## config.mk

```make
export PLATFORM = sky130hd
export DESIGN_NAME = systolic_result_writer
export DESIGN_NICKNAME = d
export VERILOG_FILES = /design/src/rtl/systolic_result_writer.sv
export SDC_FILE = /design/constraint.sdc
export NUM_CORES = 1
export LEC_CHECK = 0
export ABC_AREA = 1
export BUFFER_PORTS_ARGS = -buffer_cell sky130_fd_sc_hd__buf_2
export CORE_AREA = 3 3 66 68
export DETAILED_ROUTE_END_ITERATION = 10
export DIE_AREA = 0 0 69 71
export PLACE_DENSITY_LB_ADDON = 0.25
export SKIP_LAST_GASP = 1
export SLEW_MARGIN = 20
export SYNTH_ARGS = -nofsm -noshare
export SYNTH_HDL_FRONTEND = slang
export SYNTH_SLANG_ARGS = --single-unit
```

## constraint.sdc

```tcl
create_clock -name clk_in -period 2.85 [get_ports clk_in]
set_input_delay 0.4275 -clock clk_in [delete_from_list [all_inputs] [get_ports clk_in]]
set_output_delay 0.4275 -clock clk_in [all_outputs]
set_load 0.02 [all_outputs]
```

## src/rtl/systolic_result_writer.sv

```systemverilog
`default_nettype none
// ============================================================================
//  Module      : systolic_result_writer
//  Description : Drains result tiles (one lane per result row, same column)
//                from a systolic array and writes them one element per cycle
//                into a single-port result RAM in row-major order. Lanes that
//                fall past the last matrix row are padding and are skipped.
//  Revision    : 1.0 - initial release
// ============================================================================
module systolic_result_writer #(
    parameter int SYSTOLIC_WIDTH = 2,
    parameter int M1_WIDTH       = 3,
    parameter int M2_WIDTH       = 2,
    parameter int DATA_WIDTH     = 8,
    parameter int ADDR_WIDTH     = 8
) (
    input  logic                                 clk_in,
    input  logic                                 rst_in,
    input  logic                                 start_in,
    input  logic                                 tile_valid_in,
    output logic                                 tile_ready_out,
    input  logic [SYSTOLIC_WIDTH*DATA_WIDTH-1:0] tile_data_in,
    output logic                                 wr_en_out,
    output logic [ADDR_WIDTH-1:0]                wr_addr_out,
    output logic [DATA_WIDTH-1:0]                wr_data_out,
    output logic                                 busy_out,
    output logic                                 done_out
);

    // Counter widths: row group and column must hold their full range
    // without wrap; the lane index only ever spans 0..SYSTOLIC_WIDTH-1.
    localparam int RG_W   = $clog2(M1_WIDTH + 1);
    localparam int COL_W  = $clog2(M2_WIDTH + 1);
    localparam int LANE_W = (SYSTOLIC_WIDTH > 1) ? $clog2(SYSTOLIC_WIDTH) : 1;

    typedef enum logic [1:0] {
        S_IDLE  = 2'd0,
        S_WAIT  = 2'd1,
        S_WRITE = 2'd2,
        S_DONE  = 2'd3
    } state_t;

    state_t                               state_q, state_d;
    logic [RG_W-1:0]                      row_group_q, row_group_d;
    logic [COL_W-1:0]                     col_q, col_d;
    logic [LANE_W-1:0]                    lane_q, lane_d;
    logic [SYSTOLIC_WIDTH*DATA_WIDTH-1:0] tile_q, tile_d;

    logic [DATA_WIDTH-1:0]                lane_val [SYSTOLIC_WIDTH];
    logic                                 last_lane;

    // Split the captured tile into addressable lane values.
    for (genvar g = 0; g < SYSTOLIC_WIDTH; g++) begin : g_lane
        assign lane_val[g] = tile_q[g*DATA_WIDTH +: DATA_WIDTH];
    end

    // A lane is the last of its tile at the group edge or at the last matrix row.
    assign last_lane = (lane_q == LANE_W'(SYSTOLIC_WIDTH - 1)) ||
                       ((32'(row_group_q) + 32'(lane_q)) == 32'(M1_WIDTH - 1));

    // State and counter registers, cleared asynchronously.
    always_ff @(posedge clk_in or posedge rst_in) begin
        if (rst_in) begin
            state_q     <= S_IDLE;
            row_group_q <= '0;
            col_q       <= '0;
            lane_q      <= '0;
            tile_q      <= '0;
        end else begin
            state_q     <= state_d;
            row_group_q <= row_group_d;
            col_q       <= col_d;
            lane_q      <= lane_d;
            tile_q      <= tile_d;
        end
    end

    // Next-state logic: arm, accept a tile, walk its lanes, advance col/group.
    always_comb begin
        state_d     = state_q;
        row_group_d = row_group_q;
        col_d       = col_q;
        lane_d      = lane_q;
        tile_d      = tile_q;
        case (state_q)
            S_IDLE: begin
                if (start_in) begin
                    state_d     = S_WAIT;
                    row_group_d = '0;
                    col_d       = '0;
                end
            end
            S_WAIT: begin
                if (tile_valid_in) begin
                    tile_d  = tile_data_in;
                    lane_d  = '0;
                    state_d = S_WRITE;
                end
            end
            S_WRITE: begin
                if (!last_lane) begin
                    lane_d = lane_q + 1'b1;
                end else if (col_q != COL_W'(M2_WIDTH - 1)) begin
                    col_d   = col_q + 1'b1;
                    state_d = S_WAIT;
                end else if ((32'(row_group_q) + 32'(SYSTOLIC_WIDTH)) < 32'(M1_WIDTH)) begin
                    col_d       = '0;
                    row_group_d = RG_W'(32'(row_group_q) + 32'(SYSTOLIC_WIDTH));
                    state_d     = S_WAIT;
                end else begin
                    state_d = S_DONE;
                end
            end
            S_DONE: begin
                state_d = S_IDLE;
            end
            default: begin
                state_d = S_IDLE;
            end
        endcase
    end

    // Outputs decoded from registered state only; address/data zero when idle.
    always_comb begin
        tile_ready_out = (state_q == S_WAIT);
        wr_en_out      = (state_q == S_WRITE);
        busy_out       = (state_q != S_IDLE);
        done_out       = (state_q == S_DONE);
        wr_addr_out    = '0;
        wr_data_out    = '0;
        if (state_q == S_WRITE) begin
            wr_addr_out = ADDR_WIDTH'((32'(row_group_q) + 32'(lane_q)) * 32'(M2_WIDTH)
                                      + 32'(col_q));
            wr_data_out = lane_val[lane_q];
        end
    end

endmodule
`default_nettype wire

```

==> qor.yml <==
timing:
  grt_setup_unrepaired: "no"
  final_max_slew_viol_count: 0
  finalHoldViolations: 0
  slew_headroom_pct: 44.2
  fmax_mhz: 476
  finalCritPeriodShare_pct: 73.8
  setup_ws_ps: 747
  worst_pin_slew_ps: 836
  fin_skew_ps: 1.59
  final.setup.tns_ps: 0
  period_minus_slack_ps: 2100
  setup_violations: 0
placed_design:
  port-buffer-count: 35
  gp_congestion: 0.764
  dp_hpwl_mm: 1.94
  dp_worst_setup_slack_ps: 1050
synthesis:
  syn_avg_cell_area_um2: 7.25
  synth_edf_count: 0
  syn_inst: 157
  yosys_warnings: 0
  yosysSeqAreaShare_pct: 48.4
  ys_ff_latch: 22
  synth_top_area_share_pct: 48.4
  synth_area_leaders: "dfrtp_1 48%, nand2_1 25%, inv_1 3.6%"
  yosys.area.top_type: "dfrtp_1"
  synth-main-ff-cell: "dfrtp_1"
  synth-async-reset-ratio_pct: 100
  syn_area_um2: 1140
  ys_types: 19
cells_and_area:
  drive_gt1_share_pct: 23.0
  final_cell_mix: "77 x nand2_1, 35 x buf_2, 22 x dfrtp_1, 11 x inv_1, 10 x nor2_1"
  final_common_cell: "nand2_1"
  n_antenna_cell: 0
  area_growth_pct: 22.3
  fillCellCount: 454
  nets: 214
  multiInputGateArea_um2: 497
  final-seq-area_um2: 551
detailed_routing:
  wirelength_mm: 2.63
  dr_total_vias: 1037
  wl_per_cell_um: 10.9
  final_antenna_net_count: 0
  drtPass1Iterations: 4
  drc: 0
  drt-vias-per-instance: 4.30
  drtIter0Drc: 31
worst_setup_path:
  crit_arrival_ps: 1680
  critical_path_class: "reg2out"
  start_kind: "register"
  max_stage_delay_ps: 450
  crit_chain: "inv_1 -> nand2_1 -> a21oi_1 -> buf_2"
  cp.depth: 4
  path_delay_family: "flip-flops"
  crit_slowest_cell: "dfrtp_1"
  reg2reg_depth: 6
  crit_buf_inv: 2
  cp_max_fo: 14
  crit_required_ps: 2420
  cp-end-kind: "output pin"
pwr:
  ir_drop_uv: 306
  power.density_nw_per_um2: 969
  switchingPower_mw: 0.592
  seqPwrFrac_pct: 42.3
  power_frac_comb_pct: 41.4
  p_leak_nw: 0.795
  internal_power_mw: 0.757
  p_clk_share_pct: 16.3
  switching_share_pct: 43.9
grt:
  use_met2_pct: 19.9
  grt-ovfl-total: 0
  use_met1_pct: 13.5
  grt_max_degree: 23
  busiest_layer: "met2"
  antenna_found_initial: 0
  grt_pass1_wl_mm: 4.47
  met3_usage_pct: 2.56
  grtUsageTotal_pct: 11.1
  first_global_vias: 1009
clock_network:
  postCtsSetupRepairBufs: 0
  h-tree-depth: 1
  post_cts_resized: 0
  clk_pin_slew_ps: 80
  clock_sinks: 22
  cts_buffer_depth: 2
  ctsHoldBuffers: 0
  cts_tree: "yes"
  cts_root_buf: "clkbuf_8"
  clock_latency_ps: 260
  numCtsBuffers: 3
floorplan:
  dieArea_um2: 4900
  fp.dieW_um: 69
  die_y_um: 71
  rows: 23
  top_level_ports: 40
  core_area_um2: 3910
  initial_utilization_pct: 29.1
min_path:
  hold_path_class: "in2async"
status:
  outcome: "finished, final reports clean"
job:
  drv_cap: 0
[Yosys cell counts (2+ instances only)]
cell type  number
ha_1            2
inv_1          11
nand2_1        77
nor2_1         10
buf_2           4
a21oi_1         8
nand3_1         6
buf_4           4
dfrtp_1        22
inv_2           2
o21ai_0         3
[final cells by class]
class	count	share of cell area [%]
clock buffers	4	3.95
inverters	14	3.77
multi-input cells	116	35.7
flip-flops and latches	22	39.5
well taps	50	4.49
repair buffers	35	12.6
[kinds of logic (layout without fill, tap and decap cells)]
group / after synthesis / after routing / share of synthesized area, %
AND/OR/NAND/NOR: 98 / 98 / 34.6
flip-flops: 22 / 22 / 48.4
adder cells (fa/ha/maj): 2 / 2 / 2.20
buffers and inverters: 22 / 53 / 9.01
AO/OA/AOI/OAI: 12 / 12 / 5.49
other: 1 / 4 / 0.329
[power groups by stage]
stage                     combinational [mW]  sequential [mW]  clock, mW
final                                  0.558            0.571      0.220
after global routing                   0.648            0.591      0.246
after CTS                              0.570            0.571      0.228
after detailed placement               0.570            0.574          0
after global placement                 0.568            0.572          0
after floorplan                        0.454            0.524          0
[per-layer routing]
layer  share of wire (%)  routed length (um)
met5                   0                   0
met4                   0                   0
met3                 5.4                 143
met2                  47                1250
met1                  47                1240
[state kept, by name, indices dropped and copies added, names as in the netlist]
register,cells
tile_q,16
col_q,2
state_q,2
lane_q,1
row_group_q,1
[through the flow]
stage	util, %	hold WS, ps	instance area [um^2]	instances	total power, mW
2_1_floorplan	-	417	1150	160	0.978
3_3_place_gp	34.2	458	1340	237	1.14
3_5_place_dp	34.2	460	1340	237	1.14
4_1_cts	35.6	363	1390	241	1.37
5_1_grt	35.6	363	1390	241	1.49
6_report	35.6	325	1390	241	1.35
[worst paths after layout]
check | to | start | slack, ps
max in group asynchronous | tile_q[0] | rst_in | 2010
min reg2reg | tile_q[9] | tile_q[9] | 480
min | col_q[1] | rst_in | 320
max | wr_data_out[0] | state_q[0] | 750
min in group clk_in | tile_q[3] | tile_data_in[3] | 360
max reg2reg | tile_q[0] | state_q[1] | 1370
No activity file was read; power rests on OpenSTA's default activity.
